<file path="src/rtl/imem_pkg.sv">
// Shared definitions for the instruction-memory loader: default widths,
// bytes per word and the loader state encoding.
package imem_pkg;

  localparam int unsigned IMEM_ADDR_W    = 8;
  localparam int unsigned IMEM_DATA_W    = 32;
  localparam int unsigned IMEM_BYTE_W    = 8;
  localparam int unsigned BYTES_PER_WORD = 4;
  localparam int unsigned IDX_W          = 2;

  typedef enum logic [1:0] {
    ST_IDLE    = 2'd0,
    ST_COLLECT = 2'd1,
    ST_WRITE   = 2'd2,
    ST_DONE    = 2'd3
  } loader_state_e;

endpackage

</file>
<file path="src/rtl/imem_loader_byte_packer.sv">
// Byte packer: shifts accepted bytes into a word register, MSB byte first,
// and tracks how many bytes of the current word have arrived.
//   clk, reset    : clock, async active-high reset
//   clr           : synchronous clear of index and shift register
//   push, data    : accept one byte this cycle
//   idx           : bytes already held for the current word (0-3)
//   word          : shift register contents
//   word_next_c   : word as it will look once data is shifted in
//   word_full_c   : this push delivers the last byte of a word
module byte_packer
  import imem_pkg::*;
#(
  parameter int unsigned DATA_W = IMEM_DATA_W,
  parameter int unsigned BYTE_W = IMEM_BYTE_W
) (
  input  logic              clk,
  input  logic              reset,
  input  logic              clr,
  input  logic              push,
  input  logic [BYTE_W-1:0] data,
  output logic [IDX_W-1:0]  idx,
  output logic [DATA_W-1:0] word,
  output logic [DATA_W-1:0] word_next_c,
  output logic              word_full_c
);

  logic [IDX_W-1:0]  idx_q, idx_d;
  logic [DATA_W-1:0] shreg_q, shreg_d;

  assign word_next_c = {shreg_q[DATA_W-BYTE_W-1:0], data};
  assign word_full_c = push && (idx_q == IDX_W'(BYTES_PER_WORD - 1));
  assign idx         = idx_q;
  assign word        = shreg_q;

  // Next index/shift value; the index wraps to 0 after the 4th byte.
  always_comb begin
    idx_d   = idx_q;
    shreg_d = shreg_q;
    if (clr) begin
      idx_d   = '0;
      shreg_d = '0;
    end else if (push) begin
      idx_d   = idx_q + IDX_W'(1);
      shreg_d = word_next_c;
    end
  end

  always_ff @(posedge clk or posedge reset) begin
    if (reset) begin
      idx_q   <= '0;
      shreg_q <= '0;
    end else begin
      idx_q   <= idx_d;
      shreg_q <= shreg_d;
    end
  end

endmodule

</file>
<file path="src/rtl/imem_loader.sv">
// Instruction-memory loader: packs a valid/ready byte stream into 32-bit
// words and writes them to consecutive word addresses from 0, keeping a
// word count, XOR checksum and done/error flags for board display.
//   clk, reset            : clock, async active-high reset
//   start, finish         : session control pulses
//   byte_valid/data/ready : byte input handshake
//   wr_en/addr/data       : one-cycle memory write strobe and payload
//   word_count, checksum  : session statistics
//   busy, done            : session status
//   partial_err           : finish with 1-3 bytes pending
//   overflow_err          : byte offered after the last address was written
module imem_loader
  import imem_pkg::*;
#(
  parameter int unsigned ADDR_W = IMEM_ADDR_W,
  parameter int unsigned DATA_W = IMEM_DATA_W,
  parameter int unsigned BYTE_W = IMEM_BYTE_W
) (
  input  logic              clk,
  input  logic              reset,
  input  logic              start,
  input  logic              finish,
  input  logic              byte_valid,
  input  logic [BYTE_W-1:0] byte_data,
  output logic              byte_ready,
  output logic              wr_en,
  output logic [ADDR_W-1:0] wr_addr,
  output logic [DATA_W-1:0] wr_data,
  output logic [ADDR_W:0]   word_count,
  output logic [DATA_W-1:0] checksum,
  output logic              busy,
  output logic              done,
  output logic              partial_err,
  output logic              overflow_err
);

  localparam int unsigned CNT_W = ADDR_W + 1;
  localparam logic [ADDR_W-1:0] LAST_ADDR = {ADDR_W{1'b1}};
  localparam logic [CNT_W-1:0]  MAX_COUNT = CNT_W'(1) << ADDR_W;

  loader_state_e     state_q, state_d;
  logic [ADDR_W-1:0] wr_addr_q, wr_addr_d;
  logic [DATA_W-1:0] wr_data_q, wr_data_d;
  logic [CNT_W-1:0]  word_count_q, word_count_d;
  logic [DATA_W-1:0] checksum_q, checksum_d;
  logic              byte_ready_q, byte_ready_d;
  logic              wr_en_q, wr_en_d;
  logic              busy_q, busy_d;
  logic              done_q, done_d;
  logic              partial_err_q, partial_err_d;
  logic              overflow_err_q, overflow_err_d;
  logic              full_q, full_d;
  logic              finish_pend_q, finish_pend_d;

  logic              accept_c;
  logic              pk_clr_c;
  logic [IDX_W-1:0]  pk_idx;
  logic [DATA_W-1:0] pk_word;
  logic [DATA_W-1:0] pk_word_next_c;
  logic              pk_word_full_c;

  assign accept_c = (state_q == ST_COLLECT) && byte_ready_q && byte_valid;

  byte_packer #(
    .DATA_W (DATA_W),
    .BYTE_W (BYTE_W)
  ) u_packer (
    .clk         (clk),
    .reset       (reset),
    .clr         (pk_clr_c),
    .push        (accept_c),
    .data        (byte_data),
    .idx         (pk_idx),
    .word        (pk_word),
    .word_next_c (pk_word_next_c),
    .word_full_c (pk_word_full_c)
  );

  // Session control; start overrides everything else in every state.
  always_comb begin
    state_d        = state_q;
    wr_addr_d      = wr_addr_q;
    wr_data_d      = wr_data_q;
    word_count_d   = word_count_q;
    checksum_d     = checksum_q;
    partial_err_d  = partial_err_q;
    overflow_err_d = overflow_err_q;
    full_d         = full_q;
    finish_pend_d  = finish_pend_q;
    pk_clr_c       = 1'b0;

    if (start) begin
      state_d        = ST_COLLECT;
      wr_addr_d      = '0;
      word_count_d   = '0;
      checksum_d     = '0;
      partial_err_d  = 1'b0;
      overflow_err_d = 1'b0;
      full_d         = 1'b0;
      finish_pend_d  = 1'b0;
      pk_clr_c       = 1'b1;
    end else begin
      case (state_q)
        ST_COLLECT: begin
          if (full_q) begin
            // Memory is full: any offered byte is an overflow.
            if (byte_valid) begin
              overflow_err_d = 1'b1;
              state_d        = ST_DONE;
            end else if (finish) begin
              state_d = ST_DONE;
            end
          end else if (pk_word_full_c) begin
            state_d       = ST_WRITE;
            wr_data_d     = pk_word_next_c;
            finish_pend_d = finish;
          end else if (finish) begin
            // Bytes held or absorbed this cycle cannot form a word.
            partial_err_d = (pk_idx != '0) || accept_c;
            state_d       = ST_DONE;
          end
        end
        ST_WRITE: begin
          word_count_d = (word_count_q == MAX_COUNT) ? word_count_q
                                                     : word_count_q + CNT_W'(1);
          checksum_d   = checksum_q ^ pk_word;
          pk_clr_c     = 1'b1;
          if (wr_addr_q != LAST_ADDR) begin
            wr_addr_d = wr_addr_q + ADDR_W'(1);
          end
          if (finish_pend_q || finish) begin
            finish_pend_d = 1'b0;
            state_d       = ST_DONE;
          end else begin
            full_d  = (wr_addr_q == LAST_ADDR);
            state_d = ST_COLLECT;
          end
        end
        default: ;
      endcase
    end

    byte_ready_d = (state_d == ST_COLLECT) && !full_d;
    wr_en_d      = (state_d == ST_WRITE);
    busy_d       = (state_d == ST_COLLECT) || (state_d == ST_WRITE);
    done_d       = (state_d == ST_DONE);
  end

  always_ff @(posedge clk or posedge reset) begin
    if (reset) begin
      state_q        <= ST_IDLE;
      wr_addr_q      <= '0;
      wr_data_q      <= '0;
      word_count_q   <= '0;
      checksum_q     <= '0;
      byte_ready_q   <= 1'b0;
      wr_en_q        <= 1'b0;
      busy_q         <= 1'b0;
      done_q         <= 1'b0;
      partial_err_q  <= 1'b0;
      overflow_err_q <= 1'b0;
      full_q         <= 1'b0;
      finish_pend_q  <= 1'b0;
    end else begin
      state_q        <= state_d;
      wr_addr_q      <= wr_addr_d;
      wr_data_q      <= wr_data_d;
      word_count_q   <= word_count_d;
      checksum_q     <= checksum_d;
      byte_ready_q   <= byte_ready_d;
      wr_en_q        <= wr_en_d;
      busy_q         <= busy_d;
      done_q         <= done_d;
      partial_err_q  <= partial_err_d;
      overflow_err_q <= overflow_err_d;
      full_q         <= full_d;
      finish_pend_q  <= finish_pend_d;
    end
  end

  assign byte_ready   = byte_ready_q;
  assign wr_en        = wr_en_q;
  assign wr_addr      = wr_addr_q;
  assign wr_data      = wr_data_q;
  assign word_count   = word_count_q;
  assign checksum     = checksum_q;
  assign busy         = busy_q;
  assign done         = done_q;
  assign partial_err  = partial_err_q;
  assign overflow_err = overflow_err_q;

endmodule

</file>
<file path="config.mk">
export PLATFORM = sky130hd
export DESIGN_NAME = imem_loader
export DESIGN_NICKNAME = d
export VERILOG_FILES = /design/src/rtl/imem_pkg.sv /design/src/rtl/imem_loader_byte_packer.sv /design/src/rtl/imem_loader.sv
export SDC_FILE = /design/constraint.sdc
export NUM_CORES = 1
export LEC_CHECK = 0
export BUFFER_PORTS_ARGS = -buffer_cell sky130_fd_sc_hd__buf_4
export CORE_MARGIN = 8
export CORE_UTILIZATION = 50
export DETAILED_ROUTE_END_ITERATION = 16
export MAX_ROUTING_LAYER = met4
export PLACE_DENSITY = 0.76
export SYNTH_ARGS = -nofsm -noshare
export SYNTH_HDL_FRONTEND = slang
export SYNTH_SLANG_ARGS = --single-unit
export TNS_END_PERCENT = 5
</file>
<file path="constraint.sdc">
create_clock -name clk -period 4.4 [get_ports clk]
set_clock_uncertainty 0.2 [all_clocks]
set_input_delay 0.66 -clock clk [delete_from_list [all_inputs] [get_ports clk]]
set_output_delay 0.66 -clock clk [all_outputs]
set_load 0.01 [all_outputs]
</file>
# == After elaboration in Yosys (flattened, before gate mapping) ==
# Cells that the tools add are included.
# op_classes
n_eq_ne,15
bitwise,3
n_addsub,3
n_reduce_logical,23
mux,38
# ops
cell,count
$mux 32,4
$xor 32x32->32,1
$mux 9,3
$mux 8,3
$mux 1,18
$mux 2,8
$reduce_bool 2->1,8
$reduce_and 4->1,3
$add 9x1->9 const B,1
$eq 9x9->1 const B,1
$ne 3x3->1 const B,3
$add 8x1->8 const B,1
$eq 2x2->1 const B,4
$eq 8x8->1 const B,1
$ne 8x8->1 const B,1
$ne 2x2->1 const B,3
$eq 2x1->1 const B,2
$logic_and 1x1->1,4
$pmux 2 s2,1
$reduce_and 2->1,2
$logic_or 1x1->1,3
$reduce_and 3->1,1
$reduce_bool 3->1,1
$add 2x1->2 const B,1
other kinds (3),4
# word_totals
word_cells,97
output_inout_bits,87
reg_bits,125
input_bits,13

# == Logic depth before layout (Yosys ltp) ==
# logic_depth
word_depth,10
ltp_mapped,9
depth_no_buf,7

# == By module ==
# A second synthesis with hierarchy kept.
# hier_totals
hier_cells,489
area_unflattened_um2,5650.4
# by_module_without_submodules
mod,instances,cells_each,seq_area_each_um2,area_per_inst_um2
imem_loader,1,344,2277.2,3978.8
byte_packer,1,145,850.8,1671.6

# == Worst setup path before layout ==
# No wires, ideal clock.
# synth_path
path_kind,register -> register
start,register state_q[0]
end,register busy_q (netlist: busy)
n_path_buf,2
path_stages_with_launch,10
setup_ns,0.113
arrival_ns,1.652
period_less_slack_ns,1.965
required_time_ns,4.087
setup_slack_ns,2.435
cell_sequence,dfrtp_1 > inv_1 > ha_1 > buf_2 > buf_2 > a21oi_1 > o211ai_1 > and3b_1 > ha_1 > inv_1
# synth_between
elab_chain_cells,10
elab_cells_between_ends,14
classes_between,eq/ne (4); mux (6); reduce/logical (4)
# synth_rtl
element,line_no,text
"start, declared",imem_loader.sv:41,"loader_state_e state_q, state_d;"
"start signal, assigned",imem_loader.sv:165,state_q <= state_d;
$eq 2x1->1,"imem_loader.sv:62, imem_loader.sv:103",
$logic_and 1x1->1 (2 in a row),imem_loader.sv:62,assign accept_c = (state_q == ST_COLLECT) && byte_ready_q && byte_valid;
$logic_and 1x1->1,imem_loader_byte_packer.sv:31,assign word_full_c = push && (idx_q == IDX_W'(BYTES_PER_WORD - 1));
$mux 2,imem_loader.sv:113,end else if (pk_word_full_c) begin
$mux 2,imem_loader.sv:105,if (full_q) begin
$pmux 2 s2 *,imem_loader.sv:103,case (state_q)
$mux 2 *,imem_loader.sv:92,if (start) begin
net state_d[1],imem_loader.sv:41,
$eq 2x1->1 or $eq 2x2->1 (tied branches),imem_loader.sv:145,busy_d = (state_d == ST_COLLECT) || (state_d == ST_WRITE);
$logic_or 1x1->1 *,imem_loader.sv:145,
net busy_d,imem_loader.sv:48,"logic busy_q, busy_d;"
"end signal, assigned",imem_loader.sv:172,busy_q <= busy_d;
"end, declared",imem_loader.sv:48,
# Mark *: on every way through the listed nets, which the timed path passes. The rest lies on a longest branch.
# A chain may end at the register's enable or synchronous reset.

# == Final worst setup path ==
# Ends and elaborated chain as after synthesis.

==> summary.txt <==
Status
  – Status: completed

Clocking
  – # hold bufs at CTS: 0
  – Sink Count: 125
  – TritonCTS clock tree: done
  – Clock Latency Late Sink: 0.50 ns
  – Root Buffer: clkbuf_8
  – Resize count post-CTS: 0
  – Cts bufs inserted: 17
  – Clk slew on worst S/H paths: 0.05 ns
  – Clk buf depth: 2
  – H-tree Lvls: 4
  – Post-CTS setup buffer count: 0

Cells and area
  – Share of cells above drive strength 1: 0.273
  – Most frequent cells in the layout: 125 x dfrtp_1, 106 x nand2_1, 104 x buf_4, 51 x a21oi_1, 41 x nor2_1
  – Multi-input gate area: 2150 um2
  – Post-Layout Inst Area: 6890 um2
  – ANT cells: 0
  – Fill cell count: 848
  – Layout Nets: 631
  – Register Area: 3130 um2
  – Synthesis-to-finish area growth: 26.0%
  – Commonest non-fill, non-tap cell in the layout: dfrtp_1

Critical path
  – Critical Path Sink Type: register
  – CP Data Arrival Time: 2.82 ns
  – Worst path slowest cell: ha_2
  – Most numerous cell on the critical path: inv_1
  – Startpoint types: register
  – Crit-path max cell delay: 0.82 ns
  – Critical Path RT: 4.64 ns
  – CP Max Fanout: 50
  – CP Cell Sequence: inv_1 -> ha_2 -> o21ai_0 -> a22oi_1 -> and3b_1 -> ha_1 -> inv_1
  – Critical path type: register to register

Synth
  – Ys flop type: dfrtp_1
  – Mapped Area: 5470 um2
  – Synth Warn #: 0
  – Synth async-reset ratio: 1.00
  – Synth area leader: dfrtp_1
  – Synth top area share: 0.572
  – Number of distinct library cells after synthesis: 49
  – Cells after Synth: 514
  – Yosys reg bits: 125
  – Mean area per synthesized cell: 10.6 um2
  – Top area cells in the synthesized netlist: dfrtp_1 57%, nand2_1 7.3%, mux2_2 6.0%, xor2_1 5.4%, a21oi_1 4.7%
  – Syn nets: 537
  – Seq/Total Area, Yosys: 0.572
  – Number of flops mapped to enable cells by yosys: 0

Power
  – Peak VDD IR: 0.253 mV
  – Pwr/cell area: 460 nW/um2
  – Static Leak: 0.00333 uW

Placed design
  – RePlAce Congestion: 0.769
  – IO Port Bufs: 99
  – HPWL after DPL: 8540 um
  – Placed Area: 6280 um2

Worst hold path
  – Worst hold path class: input pin to async pin

Global routing
  – Largest net degree at the start of global routing: 72
  – Vias in the first global route: 4263
  – Total GRT Usage: 0.190
  – Grt ovf: 0
  – First-pass GRT wire length: 21600 um
  – Antenna violations before repair: 0

Floorplanning
  – Die Wd: 121 um
  – Core Rows: 38
  – Core area: 10700 um2
  – Die Ht: 121 um
  – Initial core utilization: 0.509
  – IO Pins: 100
  – Die area: 14500 um2

Routing
  – Via count: 4041
  – Wirelength, routed: 12800 um
  – Initial drt markers: 305
  – Wire per inst: 16.8 um
  – Drt drc: 0
  – Pre-antenna DRT Iters: 5
  – ANT nets after route: 0
  – Vias per cell: 5.32

STA
  – Pins Over Slew Limit: 0
  – Post-layout min period: 2.58 ns
  – Max Freq: 0.388 GHz
  – Slew @ Worst Pin: 0.961 ns
  – RSZ-0062 raised after global routing: no
  – Setup TNS: 0 ns
  – Slew headroom: 0.359
  – Hold violation count in the final report: 0
  – Setup Viol. Count Final: 0
  – Period utilization: 0.586

Job
  – Max_cap viols: 0
==> metal layers <==
metal / vias to the layer above / global-route usage / share of wire
met3: 17 / 0.0587 / 0.055
met2: 120 / 0.286 / 0.47
met5: - / - / 0
met1: 1996 / 0.241 / 0.46
met4: 0 / 0.0625 / 0.014
li1: 1908 / - / -
==> registers in the layout, summed over array words and instances, names as in the netlist <==
signal	flops
wr_addr	8
wr_en	1
busy	1
wr_data	32
state_q	2
word_count	9
finish_pend_q	1
overflow_err	1
done	1
full_q	1
u_packer.word	32
partial_err	1
byte_ready	1
u_packer.idx	2
checksum	32
==> final timing paths <==
check / startpoint / to / slack (ns) / depth (start not counted)
worst max-delay path: state_q[0] / busy / 1.82 / 7
worst min-delay path: reset / wr_data[1] / 0.11 / 2
worst max register to register: state_q[0] / busy / 1.82 / 7
worst min register to register: wr_data[0] / wr_data[0] / 0.29 / 1
max in group asynchronous: reset / word_count[0] / 2.90 / 3
min in group clk: byte_data[0] / wr_data[0] / 0.19 / 2
==> worst max-delay path: cells and delay by family (launching register included) <==
kind	cells	cell delay, ns
flops	1	0.40
compound gates	2	0.50
simple gates	1	0.24
buf+inv	2	0.12
fa+ha+maj	2	1.06
==> report_power, final <==
part           total, uW  switching [uW]  internal [uW]  leakage [uW]
combinational        458             295            163       0.00130
clock               1430             464            971      0.000304
sequential          1280            60.2           1220       0.00173
total               3170             819           2350       0.00333
==> area by class of cell <==
class / instances / area share
Sequential cell: 125 / 0.454
Multi-Input combinational cell: 350 / 0.313
Timing Repair Buffer: 104 / 0.113
Clock buffer: 23 / 0.0692
Tap cell: 140 / 0.0254
Clock inverter: 7 / 0.0196
Inverter: 10 / 0.00581
==> kinds of logic after synthesis <==
logic type      share of synthesized area
simple gates                        0.161
flops                               0.572
compound gates                     0.0794
buf+inv                            0.0348
mux                                0.0757
xor+xnor                           0.0544
fa+ha+maj                          0.0229
==> synth_stat cells, drive strengths merged (2+ instances only) <==
| cell | n |
|---|---|
| a21oi | 51 |
| nand4 | 6 |
| and3b | 2 |
| nand2 | 106 |
| nor3 | 3 |
| nor2b | 2 |
| or4 | 4 |
| nor3b | 2 |
| ha | 10 |
| nor2 | 41 |
| clkbuf | 10 |
| o31ai | 3 |
| and3 | 2 |
| dfrtp | 125 |
| nand2b | 8 |
| xor2 | 34 |
| nand3 | 5 |
| mux2 | 35 |
| or3 | 4 |
| o21ai | 8 |
| buf | 19 |
| inv | 10 |
| a31oi | 2 |
| mux2i | 2 |
| o21a | 2 |
| nor4b | 3 |
| a211oi | 2 |
==> per-stage QoR <==
| stage | std cells | utilization | setup WS, ns | total power (uW) | hold WS, ns |
|---|---|---|---|---|---|
| after CTS | 759 | 0.641 | 1.84 | 3200 | 0.135 |
| after global placement | 729 | 0.584 | 1.93 | 1740 | 0.273 |
| after floorplan | 514 | - | 0.212 | 1610 | 0.302 |
| after detailed placement | 729 | 0.584 | 1.85 | 1760 | 0.277 |
| final | 759 | 0.641 | 1.82 | 3170 | 0.113 |
| after global routing | 759 | 0.641 | 1.58 | 3310 | 0.164 |
Note: power is estimated with default switching activity, not from simulation.
